`src/rtl/jk_pkg.sv`:
```
// Shared types and JK excitation codes for the jk_excite_drv block.
// Codes are packed {j, k}.
package jk_pkg;

  typedef enum logic [1:0] {
    StIdle  = 2'b00,
    StDrive = 2'b01,
    StCheck = 2'b10
  } state_e;

  localparam logic [1:0] JkHold = 2'b00;
  localparam logic [1:0] JkRst  = 2'b01;
  localparam logic [1:0] JkSet  = 2'b10;
  localparam logic [1:0] JkTgl  = 2'b11;

endpackage

```
`src/rtl/jk_excite_drv_if.sv`:
```
// Target stream and JK bank connection for jk_excite_drv.
// The master side is the target source plus the JK bank; the slave side is the driver.
interface jk_excite_drv_if #(
  parameter int unsigned WIDTH = 4
);

  logic             tgt_valid;
  logic [WIDTH-1:0] tgt_data;
  logic             tgt_ready;
  logic [WIDTH-1:0] j;
  logic [WIDTH-1:0] k;
  logic             jk_valid;
  logic [WIDTH-1:0] q_fb;

  modport master (
    output tgt_valid, tgt_data, q_fb,
    input  tgt_ready, j, k, jk_valid
  );

  modport slave (
    input  tgt_valid, tgt_data, q_fb,
    output tgt_ready, j, k, jk_valid
  );

endinterface

```
`src/rtl/jk_excite_bit.sv`:
```
// Single-bit JK excitation (current q, wanted next q -> j, k).
// JK_TOGGLE_EN selects toggle codes for changing bits; otherwise set/reset codes.
module jk_excite_bit
  import jk_pkg::*;
(
  input  logic q_i,
  input  logic qn_i,
  output logic j_o,
  output logic k_o
);

`ifdef JK_TOGGLE_EN
  localparam logic [1:0] JkRise = JkTgl;
  localparam logic [1:0] JkFall = JkTgl;
`else
  localparam logic [1:0] JkRise = JkSet;
  localparam logic [1:0] JkFall = JkRst;
`endif

  logic [1:0] code;

  // Don't-care halves of the excitation table are tied to 0.
  always_comb begin
    code = JkHold;
    case ({q_i, qn_i})
      2'b01:   code = JkRise;
      2'b10:   code = JkFall;
      default: code = JkHold;
    endcase
  end

  assign j_o = code[1];
  assign k_o = code[0];

endmodule

```
`src/rtl/jk_excite_drv.sv`:
```
// Drives a JK flip-flop bank through a stream of target states and checks its feedback.
// Build with JK_TOGGLE_EN defined to use toggle excitation for changing bits.
module jk_excite_drv
  import jk_pkg::*;
#(
  parameter int unsigned WIDTH = 4,
  parameter int unsigned ERR_W = 8
) (
  input  logic               clk,
  input  logic               rst,
  jk_excite_drv_if.slave     bus,
  input  logic               err_clr,
  output logic               err_sticky,
  output logic [ERR_W-1:0]   err_cnt
);

  state_e           state_q, state_d;
  logic [WIDTH-1:0] tgt_q, tgt_d;
  logic [WIDTH-1:0] j_q, j_d;
  logic [WIDTH-1:0] k_q, k_d;
  logic [WIDTH-1:0] q_mir_q, q_mir_d;
  logic             sticky_q, sticky_d;
  logic [ERR_W-1:0] cnt_q, cnt_d;

  logic [WIDTH-1:0] exc_j;
  logic [WIDTH-1:0] exc_k;

  for (genvar i = 0; i < WIDTH; i++) begin : g_bit
    jk_excite_bit u_bit (
      .q_i  (q_mir_q[i]),
      .qn_i (bus.tgt_data[i]),
      .j_o  (exc_j[i]),
      .k_o  (exc_k[i])
    );
  end

  always_comb begin
    state_d  = state_q;
    tgt_d    = tgt_q;
    j_d      = '0;
    k_d      = '0;
    q_mir_d  = q_mir_q;
    sticky_d = sticky_q;
    cnt_d    = cnt_q;

    if (err_clr) begin
      sticky_d = 1'b0;
      cnt_d    = '0;
    end

    unique case (state_q)
      StIdle: begin
        if (bus.tgt_valid) begin
          tgt_d   = bus.tgt_data;
          j_d     = exc_j;
          k_d     = exc_k;
          state_d = StDrive;
        end
      end
      StDrive: begin
        state_d = StCheck;
      end
      StCheck: begin
        // Mirror follows the real bank so a stuck bit does not poison later targets.
        q_mir_d = bus.q_fb;
        state_d = StIdle;
        if (bus.q_fb != tgt_q) begin
          sticky_d = 1'b1;
          if (cnt_d != '1) begin
            cnt_d = cnt_d + ERR_W'(1);
          end
        end
      end
      default: begin
        state_d = StIdle;
      end
    endcase
  end

  always_ff @(posedge clk) begin
    if (rst) begin
      state_q  <= StIdle;
      tgt_q    <= '0;
      j_q      <= '0;
      k_q      <= '0;
      q_mir_q  <= '0;
      sticky_q <= 1'b0;
      cnt_q    <= '0;
    end else begin
      state_q  <= state_d;
      tgt_q    <= tgt_d;
      j_q      <= j_d;
      k_q      <= k_d;
      q_mir_q  <= q_mir_d;
      sticky_q <= sticky_d;
      cnt_q    <= cnt_d;
    end
  end

  assign bus.j         = j_q;
  assign bus.k         = k_q;
  assign bus.jk_valid  = (state_q == StDrive);
  assign bus.tgt_ready = (state_q == StIdle);
  assign err_sticky    = sticky_q;
  assign err_cnt       = cnt_q;

endmodule
```
`src/flat_wrapper.sv`:
```
// flat-port wrapper written by rule: the top's interface ports become plain ports
module jk_excite_drv_flat import jk_pkg::*;
#(
  parameter int unsigned WIDTH = 4,
  parameter int unsigned ERR_W = 8
)
  (clk, rst, err_clr, err_sticky, err_cnt, bus_tgt_valid, bus_tgt_data, bus_q_fb, bus_tgt_ready, bus_j, bus_k, bus_jk_valid);
  jk_excite_drv_if #(.WIDTH(WIDTH)) bus_i ();
  input  logic clk;
  input  logic rst;
  input  logic err_clr;
  output logic err_sticky;
  output logic [ERR_W-1:0] err_cnt;
  input wire logic [$bits(bus_i.tgt_valid)-1:0] bus_tgt_valid;
  input wire logic [$bits(bus_i.tgt_data)-1:0] bus_tgt_data;
  input wire logic [$bits(bus_i.q_fb)-1:0] bus_q_fb;
  output wire logic [$bits(bus_i.tgt_ready)-1:0] bus_tgt_ready;
  output wire logic [$bits(bus_i.j)-1:0] bus_j;
  output wire logic [$bits(bus_i.k)-1:0] bus_k;
  output wire logic [$bits(bus_i.jk_valid)-1:0] bus_jk_valid;
  assign bus_i.tgt_valid = bus_tgt_valid;
  assign bus_i.tgt_data = bus_tgt_data;
  assign bus_i.q_fb = bus_q_fb;
  assign bus_tgt_ready = bus_i.tgt_ready;
  assign bus_j = bus_i.j;
  assign bus_k = bus_i.k;
  assign bus_jk_valid = bus_i.jk_valid;
  jk_excite_drv #(.WIDTH(WIDTH), .ERR_W(ERR_W)) u_core (.clk(clk), .rst(rst), .bus(bus_i), .err_clr(err_clr), .err_sticky(err_sticky), .err_cnt(err_cnt));
endmodule
```
`config.mk`:
```
export PLATFORM = sky130hd
export DESIGN_NAME = jk_excite_drv_flat
export DESIGN_NICKNAME = d
export VERILOG_FILES = /design/src/rtl/jk_pkg.sv /design/src/rtl/jk_excite_drv_if.sv /design/src/rtl/jk_excite_bit.sv /design/src/rtl/jk_excite_drv.sv /design/src/flat_wrapper.sv
export SDC_FILE = /design/constraint.sdc
export NUM_CORES = 1
export LEC_CHECK = 0
export CAP_MARGIN = 20
export CORE_ASPECT_RATIO = 1.1
export CORE_MARGIN = 3
export CORE_UTILIZATION = 45
export CTS_CLUSTER_DIAMETER = 120
export CTS_CLUSTER_SIZE = 28
export DETAILED_ROUTE_END_ITERATION = 12
export PLACE_DENSITY = 0.79
export SLEW_MARGIN = 20
export SYNTH_ARGS = -nofsm -noshare
export SYNTH_HDL_FRONTEND = slang
export SYNTH_SLANG_ARGS = --single-unit
```
`constraint.sdc`:
```
create_clock -name clk -period 3.36 [get_ports clk]
set_input_delay 1.008 -clock clk [delete_from_list [all_inputs] [get_ports clk]]
set_output_delay 1.008 -clock clk [all_outputs]
set_load 0.01 [all_outputs]
```
==> results of run 1 <==
cell usage in the layout, fill, tap and decap left out, types with 2 or more instances in the layout:
cell and instances:
a211oi_1 2, a41oi_1 2, nor3_1 3, xnor2_1 4, inv_1 2, and2_1 2
nand3_1 3, nor2b_1 2, nor2_1 12, dfxtp_1 27, mux2i_1 8, a21oi_1 5
clkbuf_4 3, clkdlybuf4s50_1 30, nor3b_1 9, nand2_1 6
final timing paths:
| check | startpoint | endpoint | slack, ns | cells after the start |
|---|---|---|---|---|
| worst max-delay path | u_core.state_q[1]$_SDFFE_PP0P_ | bus_jk_valid | 0.90 | 2 |
| worst max register to register | u_core.tgt_q[2]$_SDFFE_PP0P_ | u_core.err_cnt[1]$_SDFF_PP0_ | 1.81 | 4 |
| worst min-delay path | u_core.q_mir_q[2]$_SDFFE_PP0N_ | u_core.bus.j[2]$_SDFF_PP0_ | 0.46 | 1 |
| worst min register to register | u_core.q_mir_q[2]$_SDFFE_PP0N_ | u_core.bus.j[2]$_SDFF_PP0_ | 0.46 | 1 |
synthesized netlist by cell type, types with 2 or more instances:
cell type / instances / area [um2]
nor2_1: 12 / 45.04
a211oi_1: 2 / 15.01
a41oi_1: 2 / 17.52
nand2_1: 6 / 22.52
nor3b_1: 9 / 67.56
xnor2_1: 4 / 35.03
nand3_1: 3 / 15.01
clkbuf_1: 3 / 11.26
a21oi_1: 5 / 25.02
mux2i_1: 8 / 80.08
inv_1: 2 / 7.510
nor2b_1: 2 / 12.51
dfxtp_1: 27 / 540.5
nor3_1: 3 / 15.01
and2_1: 2 / 12.51
routing by layer:
layer	GRT usage, %	vias up	share of wire [%]
li1	-	448	-
met1	17.90	419	41
met2	27.84	28	52
met3	3.655	4	5.9
met4	8.029	0	1.2
met5	0	-	0
flip-flops by register name, summed over array words and instances, names as in the netlist:
| register | cells |
|---|---|
| u_core.err_cnt | 8 |
| u_core.bus.k | 4 |
| u_core.state_q | 2 |
| u_core.q_mir_q | 4 |
| u_core.tgt_q | 4 |
| u_core.err_sticky | 1 |
| u_core.bus.j | 4 |
cells by family after synthesis:
kind of cell,share of synthesized area [%]
simple gates,24.28
flops,49.71
compound gates,12.31
mux,7.365
buf+inv,3.107
xor+xnor,3.222
layout make-up:
| cell class | instances | area share (%) |
|---|---|---|
| Multi-Input combinational cell | 75 | 36.00 |
| Timing Repair Buffer | 30 | 21.07 |
| Tap cell | 30 | 2.634 |
| Clock buffer | 4 | 1.844 |
| Sequential cell | 27 | 37.93 |
| Inverter | 2 | 0.5268 |
worst max-delay path, stage by stage (launching register included):
cell and delay [ns]:
dfxtp_1 0.42, and2b_2 0.24, clkdlybuf4s50_1 0.48
power groups by stage:
stage / logic (W) / registers, W / clock network (W)
finish: 0.0000647 / 0.000335 / 0.000133
detailed placement: 0.0000650 / 0.000342 / 0
global placement: 0.0000638 / 0.000341 / 0
floorplan: 0.0000342 / 0.000342 / 0
CTS: 0.0000653 / 0.000335 / 0.000138
global route: 0.0000707 / 0.000336 / 0.000153
through the flow:
step / total power (W) / area, um2 / instances
floorplan: 0.0003764 / 1087 / 109
global placement: 0.0004052 / 1399 / 164
detailed placement: 0.0004070 / 1399 / 164
CTS: 0.0005384 / 1425 / 168
global route: 0.0005598 / 1425 / 168
finish: 0.0005326 / 1425 / 168
==> results.json, run 1 <==
{
  "clkSlewWorstSetupHoldPaths_ns": 0.13,
  "fp.coreArea_um2": 2275,
  "yosys_register_bits": 27,
  "die_y_um": 57.56,
  "crit_path_end_kind": "primary output",
  "ys_types": 34,
  "fin_skew_ns": 0.002201,
  "rows": 18,
  "root_buffer": "clkbuf_4",
  "io_pins": 31,
  "seq_power_share_pct": 62.8,
  "grt_max_degree": 17,
  "cts_setup_buffers": 0,
  "ctsResizeCount": 0,
  "syn_area_per_cell_um2": 9.975,
  "synth_edf_count": 0,
  "ys_warn_count": 0,
  "preCtsSetupSlack_ns": 0.6649,
  "leakagePower_nw": 0.5298,
  "drive_gt1_share_pct": 5.072,
  "fin_nets": 151,
  "power_frac_clock_pct": 25.0,
  "drv_slew": 0,
  "hold_path_class": "flip-flop to flip-flop",
  "synthToLayoutAreaGrowth_pct": 31.07,
  "cts_tree": "yes",
  "n_antenna_cell": 0,
  "cts.sinks": 27,
  "htree_num_levels": 1,
  "hold_buffers": 0,
  "hold_violations": 0,
  "grt.total_usage_pct": 16.03,
  "cp.required_ns": 2.35,
  "wl_per_cell_um": 13.41,
  "syn-num-nets": 121,
  "fill_cells": 199,
  "firstDrtPassIters": 4,
  "io_buffers": 30,
  "grt_pass1_vias": 845,
  "cellPowerDensity_nw_per_um2": 373.7,
  "start_util_pct": 47.80,
  "tns_ns": 0,
  "hpwl_um": 1734,
  "p_sw_w": 0.0001220,
  "worst-endpoint-arrival_ns": 1.45,
  "power.internal_w": 0.0004106,
  "start_kind": "flip-flop",
  "fin_crit_sh_pct": 73.18,
  "syn-cell-area_um2": 1087,
  "worst_slack_ns": 0.9010,
  "p_sw_share_pct": 22.90,
  "grt_setup_unrepaired": "no",
  "dr.first_iter.drc_count": 24,
  "overflow": 0,
  "multi_input_area_um2": 513.0,
  "combPwrFrac_pct": 12.2,
  "crit_fanout": 3,
  "ir_worst_vdd_uv": 371.8,
  "cts_buffer_depth": 2,
  "slew-limit-headroom_pct": 58.53,
  "crit_type": "flip-flop to primary output",
  "async_reset_ff_share_pct": 0,
  "ant_nets": 0,
  "clk_latency_ns": 0.31,
  "vias": 899,
  "finalSetupViolations": 0,
  "die_area_um2": 3043,
  "drc": 0,
  "seq_area_um2": 540.5,
  "utilization_pct": 62.65,
  "synthCells": 109,
  "max_freq_mhz": 406.7,
  "worstMarginPinSlew_ns": 0.6140,
  "fp.dieW_um": 52.87,
  "holdWs_ns": 0.4557,
  "gp_congestion": 0.7894,
  "synthFlopType": "dfxtp_1",
  "routed_via_density": 5.351,
  "outcome": "completed",
  "maxCapViolCount": 0,
  "antenna_found_initial": 0,
  "wl_um": 2253,
  "grt_pass1_wl_um": 3650,
  "min_period_ns": 2.459,
  "cts_inserted_buffers": 3,
  "synth-seq-area-share_pct": 49.71
}
No activity file was read; power rests on OpenSTA's default activity.
==> run 2: changes to the inputs <==
Settings changed: CORE_UTILIZATION 45 to 41, PLACE_DENSITY 0.79 to 0.76.
Clock period 3.36 ns to 2 ns, I/O delays scaled along.
==> results.json, run 2 (same netlist as run 1, synthesis figures left out) <==
{
  "outcome": "completed",
  "firstDrtPassIters": 4,
  "grt_pass1_wl_um": 4071,
  "cts_setup_buffers": 0,
  "slew-limit-headroom_pct": 76.08,
  "clk_latency_ns": 0.31,
  "crit_type": "input pin to flip-flop",
  "timing.rr.start": "u_core.state_q[0]$_SDFFE_PP0P_",
  "critical-path-top-delay-family": "simple AND/OR/NAND/NOR gates",
  "routed_via_density": 5.423,
  "cellPowerDensity_nw_per_um2": 613.1,
  "hold_violations": 0,
  "root_buffer": "clkbuf_4",
  "worst-endpoint-arrival_ns": 2.19,
  "p_sw_share_pct": 23.39,
  "hpwl_um": 1888,
  "worstMarginPinSlew_ns": 0.3588,
  "layout_commonest_cell": "clkdlybuf4s50_1",
  "finalSetupViolations": 0,
  "fin_skew_ns": 0.006315,
  "crit_chain": "clkdlybuf4s50_1 > xnor2_1 > a41o_4 > or4_1 > a21oi_1",
  "fin_crit_sh_pct": 96.91,
  "crit_path_end_kind": "flip-flop",
  "synthToLayoutAreaGrowth_pct": 36.36,
  "htree_num_levels": 1,
  "gp_congestion": 0.8071,
  "path_buf_inv": 1,
  "antenna_found_initial": 0,
  "min_period_ns": 1.938,
  "whs_endpoint": "u_core.bus.j[3]$_SDFF_PP0_",
  "grt.total_usage_pct": 16.57,
  "critPathMaxStageDelay_ns": 0.50,
  "drv_slew": 0,
  "cp.required_ns": 2.25,
  "power_frac_clock_pct": 25.0,
  "grt_setup_unrepaired": "no",
  "dpl.cell_count": 171,
  "cts_tree": "yes",
  "max_freq_mhz": 515.9,
  "overflow": 0,
  "min_from": "u_core.q_mir_q[3]$_SDFFE_PP0N_",
  "power_w": 0.0009091,
  "n_antenna_cell": 0,
  "combPwrFrac_pct": 13.1,
  "grt_pass1_vias": 969,
  "power.internal_w": 0.0006965,
  "clkSlewWorstSetupHoldPaths_ns": 0.13,
  "die_y_um": 60.01,
  "p_sw_w": 0.0002126,
  "stdcell_count": 175,
  "r2r_cells": 4,
  "leakagePower_nw": 0.5738,
  "rows": 18,
  "ir_worst_vdd_uv": 514.2,
  "start_util_pct": 45.55,
  "fp.dieW_um": 55.10,
  "io_buffers": 30,
  "final_cell_mix": "clkdlybuf4s50_1 (28), dfxtp_1 (24), nor2_1 (12), nor3b_1 (9), mux2i_1 (8)",
  "seq_power_share_pct": 61.9,
  "hold_path_class": "flip-flop to flip-flop",
  "grt_max_degree": 15,
  "crit_fanout": 6,
  "fp.coreArea_um2": 2387,
  "largest_register_ffs": 8,
  "wl_um": 2416,
  "r2r-end": "u_core.err_cnt[2]$_SDFF_PP0_",
  "crit_slowest_cell": "or4_1",
  "io_pins": 31,
  "wl_per_cell_um": 13.81,
  "drive_gt1_share_pct": 11.72,
  "vias": 949,
  "hold_path_depth": 1,
  "die_area_um2": 3307,
  "start_kind": "input pin",
  "drc": 0,
  "maxCapViolCount": 0,
  "hold_buffers": 0,
  "cts_buffer_depth": 2,
  "rrSetupSlack_ns": 0.47,
  "dr.first_iter.drc_count": 13,
  "ant_nets": 0,
  "cts_inserted_buffers": 3,
  "cts.sinks": 27,
  "fin_nets": 158
}
run 2: cell count changes in the layout (fill, tap and decap cells not counted):
cell / delta
buf_4: +7
dfxtp_1: -3
dfxtp_2: +3
clkdlybuf4s50_1: -2
dlygate4sd2_1: +1
dlymetal6s2s_1: +1
run 2: layer usage:
layer  GRT usage [%]  up-vias  part of all wire (%)
met3           2.743        4                   5.2
met1           18.92      455                    42
met2           29.56       25                    51
li1                -      465                     -
met4           6.944        0                  0.87
met5               0        -                     0
run 2: power by group through the flow:
| stage | clock [W] | sequential [W] | combinational [W] |
|---|---|---|---|
| 6_report | 0.000227 | 0.000563 | 0.000119 |
| 5_1_grt | 0.000258 | 0.000565 | 0.000128 |
| 4_1_cts | 0.000236 | 0.000563 | 0.000120 |
| 3_5_place_dp | 0 | 0.000574 | 0.000121 |
| 3_3_place_gp | 0 | 0.000574 | 0.000116 |
| 2_1_floorplan | 0 | 0.000575 | 0.0000575 |
run 2: worst reg2reg max path, stage by stage (launching register included):
cell      delay [ns]
dfxtp_1         0.35
nand2b_4        0.19
a41o_4          0.28
or4_1           0.50
a21oi_1         0.15
run 2: layout make-up:
| type | instances | area, um2 |
|---|---|---|
| clock buffers | 4 | 26.28 |
| multi-input cells | 75 | 513.0 |
| inverters | 2 | 7.507 |
| repair buffers | 37 | 354.1 |
| flip-flops and latches | 27 | 544.3 |
| well taps | 30 | 37.54 |
| fillers | 226 | 904.6 |
run 2: stage by stage:
stage          setup WS [ns]  util [%]  setup TNS (ns)  cell area, um2  hold WS, ns
6_report             0.06177     62.11               0            1483       0.4515
5_1_grt              0.01056     62.11               0            1483       0.4751
4_1_cts              0.03600     61.95               0            1479       0.4539
3_5_place_dp         -0.2536     60.80         -0.8926            1451       0.4339
3_3_place_gp         -0.1989     60.80         -0.5034            1451       0.4365
2_1_floorplan         0.2762         -               0            1087       0.4106
run 2: how the worst max path moves through the flow:
| stage | from | endpoint | slack [ns] | depth (start not counted) |
|---|---|---|---|---|
| finish | bus_q_fb[3] | u_core.err_cnt[2]$_SDFF_PP0_ | 0.06 | 5 |
| CTS | u_core.state_q[1]$_SDFFE_PP0P_ | bus_tgt_ready | 0.04 | 2 |
| global route | u_core.err_cnt[4]$_SDFF_PP0_ | err_cnt[4] | 0.01 | 1 |
| global placement | bus_q_fb[3] | u_core.err_cnt[2]$_SDFF_PP0_ | -0.20 | 5 |
| floorplan | bus_q_fb[3] | u_core.err_cnt[2]$_SDFF_PP0_ | 0.28 | 4 |
| detailed placement | bus_q_fb[3] | u_core.err_cnt[2]$_SDFF_PP0_ | -0.25 | 5 |
run 2: repair_timing:
action | CTS | global route
endpoints found under the setup margin | 2 | 2
pin swaps | 0 | 0
gates resized for setup | 3 | 2
==> run 3: changes to the inputs <==
Settings changed: SKIP_CTS_REPAIR_TIMING set to 1.
==> results.json, run 3 (same netlist as run 1, synthesis figures left out) <==
{
  "clk_latency_ns": 0.31,
  "crit_path_end_kind": "flip-flop",
  "routed_via_density": 5.411,
  "leakagePower_nw": 0.5856,
  "fin_nets": 158,
  "grt_max_degree": 15,
  "root_buffer": "clkbuf_4",
  "finalSetupViolations": 0,
  "final_cell_mix": "clkdlybuf4s50_1 (28), dfxtp_1 (24), nor2_1 (12), nor3b_1 (9), mux2i_1 (8)",
  "fp.dieW_um": 55.10,
  "antenna_found_initial": 0,
  "maxCapViolCount": 0,
  "rows": 18,
  "hold_violations": 0,
  "largest_register_ffs": 8,
  "p_sw_share_pct": 23.44,
  "wl_per_cell_um": 13.82,
  "stdcell_count": 175,
  "cts.sinks": 27,
  "design_area_um2": 1486,
  "die_area_um2": 3307,
  "ir_worst_vdd_uv": 514.2,
  "grt_setup_unrepaired": "no",
  "fp.coreArea_um2": 2387,
  "power.internal_w": 0.0006970,
  "p_sw_w": 0.0002135,
  "seq_power_share_pct": 61.8,
  "hold_path_class": "flip-flop to flip-flop",
  "worstMarginPinSlew_ns": 0.3588,
  "drive_gt1_share_pct": 11.72,
  "crit_type": "input pin to flip-flop",
  "r2r_cells": 4,
  "power_frac_clock_pct": 25.0,
  "fin_crit_sh_pct": 96.91,
  "max_freq_mhz": 515.9,
  "grt_pass1_wl_um": 4084,
  "min_period_ns": 1.938,
  "gp_congestion": 0.8071,
  "dpl.cell_count": 171,
  "overflow": 0,
  "start_util_pct": 45.55,
  "fin_skew_ns": 0.007305,
  "crit_fanout": 6,
  "dpl-instance-area_um2": 1451,
  "cellPowerDensity_nw_per_um2": 612.5,
  "vias": 947,
  "grt_pass1_vias": 973,
  "cts_buffer_depth": 2,
  "cts_inserted_buffers": 3,
  "firstDrtPassIters": 4,
  "drv_slew": 0,
  "drc": 0,
  "holdWs_ns": 0.4515,
  "cp.required_ns": 2.25,
  "outcome": "completed",
  "cts_tree": "yes",
  "hold_path_depth": 1,
  "layout_commonest_cell": "clkdlybuf4s50_1",
  "die_y_um": 60.01,
  "grt.total_usage_pct": 16.62,
  "synthToLayoutAreaGrowth_pct": 36.71,
  "dr.first_iter.drc_count": 13,
  "worst-endpoint-arrival_ns": 2.19,
  "io_buffers": 30,
  "start_kind": "input pin",
  "wl_um": 2418,
  "n_antenna_cell": 0,
  "combPwrFrac_pct": 13.1,
  "slew-limit-headroom_pct": 76.08,
  "clkSlewWorstSetupHoldPaths_ns": 0.13,
  "ant_nets": 0,
  "htree_num_levels": 1,
  "io_pins": 31,
  "hpwl_um": 1888
}
## run 3: changes by cell type in the layout (fill, tap and decap cells not counted)
cell / delta
dlygate4sd2_1: -1
dlymetal6s2s_1: +1
## run 3: critical path, stage by stage
cell	delay, ns
clkdlybuf4s50_1	0.45
xnor2_1	0.18
a41o_4	0.32
or4_1	0.50
a21oi_1	0.15
## run 3: worst paths after layout
| path | from | slack, ns | to |
|---|---|---|---|
| max | bus_q_fb[3] | 0.06 | u_core.err_cnt[2]$_SDFF_PP0_ |
| min | u_core.q_mir_q[3]$_SDFFE_PP0N_ | 0.45 | u_core.bus.j[3]$_SDFF_PP0_ |
| max reg2reg | u_core.state_q[0]$_SDFFE_PP0P_ | 0.47 | u_core.err_cnt[2]$_SDFF_PP0_ |
| min reg2reg | u_core.q_mir_q[3]$_SDFFE_PP0N_ | 0.45 | u_core.bus.j[3]$_SDFF_PP0_ |
## run 3: cell type report
type	count	area, um2
multi-input cells	75	513.0
repair buffers	37	357.8
fillers	226	900.9
well taps	30	37.54
inverters	2	7.507
flip-flops and latches	27	544.3
clock buffers	4	26.28
## run 3: metrics by stage
step            TNS, ns  total power, W  setup slack (ns)  util, %
5_1_grt               0       0.0009519           0.01056    62.26
3_3_place_gp    -0.5034       0.0006901           -0.1989    60.80
4_1_cts        -0.07116       0.0009200          -0.06291    61.90
3_5_place_dp    -0.8926       0.0006949           -0.2536    60.80
2_1_floorplan         0       0.0006323            0.2762        -
6_report              0       0.0009105           0.06177    62.26
## run 3: routing by layer
layer / global-route usage (%) / up-vias / wire [um]
li1: - / 465 / -
met1: 19.08 / 453 / 1029
met2: 29.56 / 25 / 1240
met3: 2.743 / 4 / 126
met4: 6.944 / 0 / 21
met5: 0 / - / 0
## run 3: power by group through the flow
stage	clock network (W)	registers, W	logic [W]
global route	0.000258	0.000565	0.000129
CTS	0.000236	0.000563	0.000121
detailed placement	0	0.000574	0.000121
finish	0.000228	0.000563	0.000120
floorplan	0	0.000575	0.0000575
global placement	0	0.000574	0.000116
